## config.mk

```make
export PLATFORM = sky130hd
export DESIGN_NAME = symbol_bit_framer_flat
export DESIGN_NICKNAME = d
export VERILOG_FILES = /design/src/rtl/symbol_bit_framer_if.sv /design/src/rtl/symbol_bit_framer.sv /design/src/flat_wrapper.sv
export SDC_FILE = /design/constraint.sdc
export NUM_CORES = 1
export LEC_CHECK = 0
export ABC_CLOCK_PERIOD_IN_PS = 3750
export BUFFER_PORTS_ARGS = -buffer_cell sky130_fd_sc_hd__buf_4
export CORE_MARGIN = 1.5
export CORE_UTILIZATION = 35
export DETAILED_ROUTE_END_ITERATION = 6
export PLACE_DENSITY = 0.61
export SLEW_MARGIN = 20
export SYNTH_ARGS = -nofsm -noshare
export SYNTH_HDL_FRONTEND = slang
export SYNTH_SLANG_ARGS = --single-unit
```

## constraint.sdc

```tcl
create_clock -name C -period 3.75 [get_ports C]
set_input_delay 0.1875 -clock C [delete_from_list [all_inputs] [get_ports C]]
set_output_delay 0.1875 -clock C [all_outputs]
set_load 0.05 [all_outputs]
```

## src/rtl/symbol_bit_framer_if.sv

```systemverilog
`default_nettype none
// +--------------------------------------------------------------------------+
// | symbol_bit_framer_if : valid/ready word handshake into symbol_bit_framer  |
// | Revision 1.0                                                              |
// +--------------------------------------------------------------------------+
interface symbol_bit_framer_if #(
  parameter int W = 8
);
  logic [W-1:0] Data;
  logic         Valid;
  logic         Ready;

  modport master (output Data, output Valid, input Ready);
  modport slave  (input Data, input Valid, output Ready);
endinterface
`default_nettype wire

```

## src/rtl/symbol_bit_framer.sv

```systemverilog
`default_nettype none
// +--------------------------------------------------------------------------+
// | symbol_bit_framer : preamble + word serialiser, one bit per SYM_LEN clks  |
// | Revision 1.0                                                              |
// +--------------------------------------------------------------------------+
module symbol_bit_framer #(
  parameter int                 SYM_LEN  = 13,
  parameter int                 W        = 8,
  parameter int                 PRE_LEN  = 4,
  parameter logic [PRE_LEN-1:0] PRE_PAT  = 4'b0101,
  parameter logic               IDLE_BIT = 1'b0
) (
  input  wire logic          C,
  input  wire logic          Reset,
  symbol_bit_framer_if.slave in_if,
  output logic               Bit,
  output logic               Sym_start,
  output logic               Busy
);

  localparam int M       = (SYM_LEN > 1) ? $clog2(SYM_LEN) : 1;
  localparam int IDX_MAX = (W > PRE_LEN) ? W : PRE_LEN;
  localparam int IW      = (IDX_MAX > 1) ? $clog2(IDX_MAX) : 1;

  localparam logic [M-1:0]  LAST_PHASE = M'(SYM_LEN - 1);
  localparam logic [IW-1:0] PRE_LAST   = IW'(PRE_LEN - 1);
  localparam logic [IW-1:0] DATA_LAST  = IW'(W - 1);

  typedef enum logic [1:0] {
    S_IDLE = 2'd0,
    S_PRE  = 2'd1,
    S_DATA = 2'd2
  } state_t;

  state_t             state_q, state_d;
  logic [M-1:0]       phase_q, phase_d;
  logic [IW-1:0]      idx_q, idx_d;
  logic               bit_q, bit_d;
  logic [W-1:0]       shreg_q, shreg_d;
  logic [PRE_LEN-1:0] pre_q, pre_d;
  logic [W-1:0]       buf_q, buf_d;
  logic               buf_full_q, buf_full_d;
  logic               ready_q;
  logic               boundary;
  logic               load;

  always_comb begin
    state_d    = state_q;
    idx_d      = idx_q;
    bit_d      = bit_q;
    shreg_d    = shreg_q;
    pre_d      = pre_q;
    buf_d      = buf_q;
    buf_full_d = buf_full_q;
    load       = 1'b0;
    boundary   = (phase_q == LAST_PHASE);
    phase_d    = boundary ? '0 : phase_q + M'(1);

    // Ready mirrors an empty buffer, so accept and load never coincide.
    if (in_if.Valid && ready_q) begin
      buf_d      = in_if.Data;
      buf_full_d = 1'b1;
    end

    if (boundary) begin
      unique case (state_q)
        S_IDLE: begin
          if (buf_full_q) load = 1'b1;
          else            bit_d = IDLE_BIT;
        end
        S_PRE: begin
          if (idx_q != PRE_LAST) begin
            idx_d = idx_q + IW'(1);
            bit_d = pre_q[0];
            pre_d = pre_q >> 1;
          end else begin
            state_d = S_DATA;
            idx_d   = '0;
            bit_d   = shreg_q[W-1];
            shreg_d = shreg_q << 1;
          end
        end
        S_DATA: begin
          if (idx_q != DATA_LAST) begin
            idx_d   = idx_q + IW'(1);
            bit_d   = shreg_q[W-1];
            shreg_d = shreg_q << 1;
          end else if (buf_full_q) begin
            load = 1'b1;
          end else begin
            state_d = S_IDLE;
            bit_d   = IDLE_BIT;
          end
        end
        default: begin
          state_d = S_IDLE;
          bit_d   = IDLE_BIT;
        end
      endcase
    end

    if (load) begin
      state_d    = S_PRE;
      idx_d      = '0;
      bit_d      = PRE_PAT[0];
      pre_d      = PRE_PAT >> 1;
      shreg_d    = buf_q;
      buf_full_d = 1'b0;
    end
  end

  always_ff @(posedge C) begin
    if (Reset) begin
      state_q    <= S_IDLE;
      phase_q    <= '0;
      idx_q      <= '0;
      bit_q      <= IDLE_BIT;
      shreg_q    <= '0;
      pre_q      <= '0;
      buf_q      <= '0;
      buf_full_q <= 1'b0;
      ready_q    <= 1'b1;
    end else begin
      state_q    <= state_d;
      phase_q    <= phase_d;
      idx_q      <= idx_d;
      bit_q      <= bit_d;
      shreg_q    <= shreg_d;
      pre_q      <= pre_d;
      buf_q      <= buf_d;
      buf_full_q <= buf_full_d;
      ready_q    <= !buf_full_d;
    end
  end

  assign in_if.Ready = ready_q;
  assign Bit         = bit_q;
  assign Sym_start   = (phase_q == '0);
  assign Busy        = (state_q != S_IDLE);

endmodule
`default_nettype wire

```

## src/flat_wrapper.sv

```systemverilog
// flat-port wrapper written by rule: the top's interface ports become plain ports
module symbol_bit_framer_flat 
#(
  parameter int                 SYM_LEN  = 13,
  parameter int                 W        = 8,
  parameter int                 PRE_LEN  = 4,
  parameter logic [PRE_LEN-1:0] PRE_PAT  = 4'b0101,
  parameter logic               IDLE_BIT = 1'b0
)
  (C, Reset, Bit, Sym_start, Busy, in_if_Data, in_if_Valid, in_if_Ready);
  symbol_bit_framer_if #(.W(W)) in_if_i ();
  input  wire logic C;
  input  wire logic Reset;
  output logic Bit;
  output logic Sym_start;
  output logic Busy;
  input wire logic [$bits(in_if_i.Data)-1:0] in_if_Data;
  input wire logic [$bits(in_if_i.Valid)-1:0] in_if_Valid;
  output wire logic [$bits(in_if_i.Ready)-1:0] in_if_Ready;
  assign in_if_i.Data = in_if_Data;
  assign in_if_i.Valid = in_if_Valid;
  assign in_if_Ready = in_if_i.Ready;
  symbol_bit_framer #(.SYM_LEN(SYM_LEN), .W(W), .PRE_LEN(PRE_LEN), .PRE_PAT(PRE_PAT), .IDLE_BIT(IDLE_BIT)) u_core (.C(C), .Reset(Reset), .in_if(in_if_i), .Bit(Bit), .Sym_start(Sym_start), .Busy(Busy));
endmodule
```

==> summary.md, run 1 <==
| Metric | Value |
|---|---|
| Total routed wirelength | `around 2800 µm` |
| VDD IR max | `between 0.15 and 0.2 mV` |
| Kind of critical path | `reg2reg` |
| Clk_lat worst skew | `0.28 ns` |
| Hold_buf cts | `0` |
| Die Wd | `~67 µm` |
| Worst slew pin tran | `~0.60 ns` |
| GRT Total Usage | `around 14%` |
| Pwr dens | `around 400 nW/µm²` |
| Port bufs | `14` |
| Vias/cell | `about 5.2` |
| Distinct cell type count after synthesis | `38` |
| Clock transition at path regs | `approximately 0.07 ns` |
| RSZ-0062 raised after global routing | `no` |
| Layout cell share with drive strength beyond 1 | `about 16%` |
| IO Pins | `15` |
| N_diodes | `0` |
| Commonest non-fill, non-tap cell in the layout | `dfxtp_1` |
| Internal Power | `approximately 0.5 mW` |
| Fmax | `just under 500 MHz` |
| Total grt overflow | `0` |
| Final Setup Violations | `0` |
| Hold Path Stages | `3` |
| Post-DRT Antenna Nets | `0` |
| Gate power share | `7.8%` |
| Yosys top cell area share | `a little over two fifths` |
| Pre-CTS setup slack | `1.77 ns` |
| Critical Path AT | `between 2 and 2.5 ns` |
| Mapped Nets | `around 180` |
| Setup TNS | `0 ns` |
| Final Critical Period | `just over 2 ns` |
| Synthesized flop and latch total | `30` |
| Final Cycle Share | `a little over half` |
| WP data required | `around 4 ns` |
| P&R area growth vs syn | `14.7%` |
| NumNets Final | `about 190` |
| Flop pwr share | `between 50% and 60%` |
| Cell count after synthesis | `163` |
| Seq/Total Area, Yosys | `between 40% and 50%` |
| CTS H-tree depth | `2` |
| CTS root buf | `clkbuf_8` |
| Die H | `about 67 µm` |
| Core area | `between 3000 and 4000 µm²` |
| CTS tree | `done` |
| Initial cell density of the core | `36.0%` |
| PostCTS Resize Cnt | `0` |
| Top_reg_cell synth | `dfxtp_1` |
| Hold Fails Final Rpt | `0` |
| Main area contributors after synthesis | `dfxtp_1, nand2_1, ha_1` |
| Switching share of power | `24.2%` |
| Postcts setup bufs | `0` |
| Crit end category | `flip-flop` |
| Outcome | `finished, final reports clean` |
| Min-Delay Path Class | `in2reg` |
| Commonest cells after routing, fill and taps aside | `dfxtp_1, nand2_1, buf_4` |
| First-pass GRT wire length | `roughly 4600 µm` |
| Num rows | `23` |
| Cell area after synthesis | `1430 µm²` |
| Num Clock Sinks | `30` |
| Worst rel slew slack | `59.8%` |
| Synth Area per Inst | `between 8 and 9 µm²` |
| Post-DP HPWL | `around 2000 µm` |
| Initial antenna violation count | `0` |
| R2R cell count | `5` |
| Cts bufs inserted | `5` |
| Vias in the first global route | `between 1,000 and 1,500` |
| Largest net degree at the start of global routing | `30` |
| Startpoint types | `flip-flop` |
| Pleak | `0.678 nW` |
| DRC viols | `0` |
| Worst setup margin | `between 1.5 and 2 ns` |
| EDFF count, synth | `0` |
| Yosys warns | `0` |
| Asr flop ratio synth | `0%` |
| Final Max Slew Viols | `0` |
| P_sw | `~0.16 mW` |
| Initial drt markers | `38` |
| Synth area leader | `dfxtp_1` |
| Die area | `about 4500 µm²` |
| DR pass1 iterations | `4` |
| Clock power frac | `40.6%` |
| Clock Skew | `0.00582 ns` |
| Final GP Congestion | `approximately 0.78` |
| Vias | `between 1,000 and 1,500` |
| Clk buf depth | `2` |
| Routed wire per std cell | `between 10 and 15 µm` |
| CP max FO | `17` |
| Maxcap violations | `0` |
-- cells by family after synthesis --
family          share of synthesized area (%)
fa+ha+maj                                6.12
buf+inv                                  4.99
flops                                    42.0
simple gates                             21.2
mux                                      5.60
xor+xnor                                0.613
compound gates                           19.5
-- path summary, 6_finish.rpt --
check	slack, ns	start	to
setup / recovery	1.73	u_core.phase_q[0]$_SDFF_PP0_	u_core.shreg_q[2]$_SDFFE_PP0P_
hold / removal	0.15	in_if_Data[0]	u_core.buf_q[0]$_SDFFE_PP0P_
setup reg to reg	1.73	u_core.phase_q[0]$_SDFF_PP0_	u_core.shreg_q[2]$_SDFFE_PP0P_
hold reg to reg	0.46	u_core.buf_q[0]$_SDFFE_PP0P_	u_core.shreg_q[0]$_SDFFE_PP0P_
-- flip-flops by register name, summed over array words and instances (netlist names) --
| signal | flops |
|---|---|
| u_core.buf_q | 8 |
| u_core.shreg_q | 8 |
| u_core.phase_q | 4 |
| u_core.idx_q | 3 |
| u_core.pre_q | 2 |
| u_core.state_q | 2 |
| u_core.Bit | 1 |
| u_core.buf_full_q | 1 |
| u_core.in_if.Ready | 1 |
-- metal layers --
metal	global-route usage (%)	part of all wire, %	vias to the layer above
li1	-	-	598
met1	17.9	48	530
met2	20.6	45	25
met3	6.42	4.8	4
met4	7.14	1.7	0
met5	0	0	-
-- metrics by stage --
stage	util [%]	hold WS [ns]	power, mW	area (µm²)	instances
after floorplan	-	0.323	0.377	1430	163
after global placement	38.9	0.435	0.394	1550	216
after detailed placement	38.9	0.446	0.397	1550	216
after CTS	41.3	0.142	0.665	1640	224
after global routing	41.3	0.133	0.691	1640	224
final	41.3	0.148	0.655	1640	224
-- critical path, stage by stage, from the launching register on --
cell,delay [ns]
dfxtp_1,0.35
inv_1,0.07
ha_1,0.21
and3_1,0.57
nand3_2,0.42
a211oi_1,0.31
-- cells in the mapped netlist, drive strengths merged, types with 2 or more instances --
cell type  count
a211oi         7
a21o           3
a21oi         12
a311oi         2
a31oi          5
and3           2
buf            8
clkbuf         3
dfxtp         30
ha             7
inv            5
mux2i          8
nand2         24
nand3          7
nand3b         2
nor2          11
nor2b          3
nor3           4
nor3b          3
o211ai         2
o21a           2
o21ai          3
-- final cells by class --
cell class	count	area, µm²
clock buffer	6	82.6
sequential	30	601
multi-input combinational	117	758
timing repair buffer	14	105
clock inverter	2	12.5
tap	50	62.6
inverter	5	18.8
fill	401	2330
-- power groups by stage --
stage	clock network [mW]	registers [mW]	logic (mW)
finish	0.266	0.338	0.0512
global route	0.296	0.339	0.0558
CTS	0.275	0.338	0.0519
global placement	0	0.344	0.0496
floorplan	0	0.344	0.0329
detailed placement	0	0.345	0.0519
Note: power is estimated with default switching activity, not from simulation.
==> run 2, diff against run 1 <==
Settings changed: ABC_AREA set to 1, ABC_CLOCK_PERIOD_IN_PS 3750 to 1700, PLACE_DENSITY 0.61 to 0.63.
Clock period 3.75 ns to 1.7 ns, I/O delays scaled along.
==> run 2 against run 1 <==
  * Critical path depth up 5
  * Power increased by 120%
  * Worst setup slack worse by 1.5 ns
  * Combinational power increased by 120%
  * Core utilization up 2.8 points
  * Cell area up 8.2%
  * First-iteration DRC count increased by 16%
==> summary.md, run 2 <==
| Metric | Value |
|---|---|
| Total routed wirelength | `2850 µm (+1.7%)` |
| Top flop regs | `u_core.buf_q: 8 flops, u_core.shreg_q: 8 flops, u_core.phase_q: 4 flops` |
| Cts bufs inserted | `5 (unchanged)` |
| Final Setup Violations | `0 (unchanged)` |
| NumNets Final | `235 (+23%)` |
| Seq/Total Area, Yosys | `40.7% (-1.2 points)` |
| Final hold slack | `0.0569 ns (-0.0914 ns)` |
| Top_reg_cell synth | `dfxtp_1` |
| Commonest cells in the netlist | `nand2_1, dfxtp_1, nor2_1` |
| RSZ-0062 raised after global routing | `no` |
| Yosys warns | `0 (unchanged)` |
| CP peak stage delay | `0.33 ns (-0.24 ns)` |
| Synth area leader | `dfxtp_1` |
| WP data required | `1.86 ns (-2.09 ns)` |
| Synthesized flop and latch total | `30 (unchanged)` |
| Startpoint types | `flip-flop` |
| Postcts setup bufs | `0 (unchanged)` |
| Final GP Congestion | `0.844 (+8.0%)` |
| Initial antenna violation count | `0 (unchanged)` |
| Die area | `4610 µm² (+2.9%)` |
| Setup TNS | `0 ns (unchanged)` |
| DR pass1 iterations | `4 (unchanged)` |
| Port bufs | `14 (unchanged)` |
| Pwr dens | `819 nW/µm² (+100%)` |
| Vias/cell | `4.69 (-9.3%)` |
| Critical-path top delay cell | `dfxtp_1` |
| CTS root buf | `clkbuf_8` |
| Flop pwr share | `51.8% (+0.2 points)` |
| Min-Delay Path Class | `in2reg` |
| Fmax | `660 MHz (+33%)` |
| Post-DP HPWL | `2070 µm (+4.0%)` |
| Hold Fails Final Rpt | `0 (unchanged)` |
| P&R area growth vs syn | `20.5%` |
| P_sw | `0.356 mW (+120%)` |
| Final Max Slew Viols | `0 (unchanged)` |
| Commonest non-fill, non-tap cell in the layout | `nand2_1` |
| Die H | `67.9 µm (+1.5%)` |
| Crit end category | `flip-flop` |
| Kind of critical path | `reg2reg` |
| Clock transition at path regs | `0.07 ns (about the same)` |
| Switching share of power | `24.5% (+0.29 points)` |
| Cell count after synthesis | `195 (+20%)` |
| CTS tree | `done` |
| Vias in the first global route | `1,093 (+8.8%)` |
| IO Pins | `15 (unchanged)` |
| Distinct cell type count after synthesis | `26 (-32%)` |
| Main area contributors after synthesis | `dfxtp_1, nand2_1, nor2_1` |
| Yosys top cell area share | `40.7% (-1.2 points)` |
| Largest net degree at the start of global routing | `18 (-40%)` |
| Internal Power | `1.10 mW (+120%)` |
| Asr flop ratio synth | `0% (unchanged)` |
| Clk buf depth | `2 (unchanged)` |
| N_diodes | `0 (unchanged)` |
| Commonest cells after routing, fill and taps aside | `nand2_1, nor2_1, dfxtp_1` |
| Mapped Nets | `213 (+18%)` |
| Synth Area per Inst | `7.56 µm² (-14%)` |
| Die Wd | `67.9 µm (+1.5%)` |
| Routed wire per std cell | `10.6 µm (-15%)` |
| Layout cell share with drive strength beyond 1 | `22.0% (+6.5 points)` |
| Crit-path cells | `inv_1, ha_1, nand3_4, inv_4, nand3_2, buf_12, nand2_1, nand2_1, nand2_1, a21oi_2` |
| Num rows | `23 (unchanged)` |
| Pwr Total | `1.45 mW (+120%)` |
| Post-route insts no fill | `268 (+20%)` |
| Pleak | `0.694 nW (+2.4%)` |
| Most frequent cell after synthesis | `nand2_1` |
| Worst rel slew slack | `71.0% (+11 points)` |
| Critical Path AT | `1.68 ns (-0.53 ns)` |
| CTS H-tree depth | `2 (unchanged)` |
| CP max FO | `17 (unchanged)` |
| Most frequent CP cell | `nand2_1` |
| Clock power frac | `40.4% (-0.2 points)` |
| Initial drt markers | `44 (+16%)` |
| Maxcap violations | `0 (unchanged)` |
| DRC viols | `0 (unchanged)` |
| Initial cell density of the core | `36.6% (+0.57 points)` |
| Cells after DPL | `259 (+20%)` |
| Post-DRT Antenna Nets | `0 (unchanged)` |
| Total grt overflow | `0 (unchanged)` |
| Num Clock Sinks | `30 (unchanged)` |
| Clk_lat worst skew | `0.27 ns (about the same)` |
| Outcome | `finished, final reports clean` |
| Cell area after synthesis | `1470 µm² (+3.1%)` |
| Worst slew pin tran | `0.434 ns (-0.170 ns)` |
| Gate power share | `7.8% (about the same)` |
| Clock Skew | `0.00357 ns (-0.00225 ns)` |
| First-pass GRT wire length | `4800 µm (+3.3%)` |
| Final Cycle Share | `89.1% (+35 points)` |
| EDFF count, synth | `0 (unchanged)` |
| VDD IR max | `0.496 mV (+160%)` |
| GRT Total Usage | `13.9% (-0.45 points)` |
| Core area | `4030 µm² (+1.4%)` |
| Final Critical Period | `1.51 ns (-0.503 ns)` |
| Vias | `1,256 (+8.6%)` |
[run 2: kinds of logic after synthesis]
logic type	share of synthesized area (%)
AOI/OAI and AO/OA	10.9
xor gates and xnor gates	0.594
adders and majority gates	5.94
buffers and inverters	6.62
DFF	40.7
and+or+nand+nor	35.2
[run 2: power by group through the flow]
stage / sequential [mW] / clock [mW] / combinational [mW]
floorplan: 0.765 / 0 / 0.0741
global placement: 0.767 / 0 / 0.114
detailed placement: 0.768 / 0 / 0.116
CTS: 0.752 / 0.602 / 0.116
global route: 0.755 / 0.644 / 0.129
finish: 0.752 / 0.588 / 0.114
[run 2: layout make-up]
class / count / area [µm²]
Fill cell: 426 / 2250
Multi-Input combinational cell: 143 / 791
Sequential cell: 30 / 602
Timing Repair Buffer: 18 / 148
Clock buffer: 6 / 82.6
Inverter: 19 / 77.6
Tap cell: 50 / 62.6
Clock inverter: 2 / 12.5
[run 2: metal layers]
metal / track usage, % / wire length, µm / vias up
met5: 0 / 0 / -
li1: - / - / 680
met4: 6.00 / 40 / 0
met3: 2.96 / 86 / 4
met2: 21.1 / 1260 / 19
met1: 18.9 / 1460 / 553
[run 2: critical path: cells and delay by family, from the launching register on]
family / cells / cell delay, ns
and+or+nand+nor: 5 / 0.42
buffers and inverters: 3 / 0.39
DFF: 1 / 0.33
adders and majority gates: 1 / 0.20
AOI/OAI and AO/OA: 1 / 0.05
[run 2: metrics by stage]
step / utilization, % / cell area [µm²] / setup WS, ns
floorplan: - / 1480 / 0.0460
global placement: 41.4 / 1670 / 0.196
detailed placement: 41.4 / 1670 / 0.163
CTS: 43.8 / 1760 / 0.151
global route: 44.1 / 1780 / 0.0209
finish: 44.1 / 1780 / 0.185
[run 2: what timing repair did]
action,4_1_cts,5_1_grt
hold buffers,0,0
resized for setup,0,1
endpoints found under the setup margin,0,1
[run 2: worst paths after layout]
check	from	end	slack, ns	cells after the start
max	u_core.phase_q[0]$_SDFF_PP0_	u_core.shreg_q[7]$_SDFFE_PP0P_	0.19	10
min	in_if_Data[5]	u_core.buf_q[5]$_SDFFE_PP0P_	0.06	3
max reg2reg	u_core.phase_q[0]$_SDFF_PP0_	u_core.shreg_q[7]$_SDFFE_PP0P_	0.19	10
min reg2reg	u_core.idx_q[1]$_SDFFE_PP0P_	u_core.idx_q[1]$_SDFFE_PP0P_	0.47	2
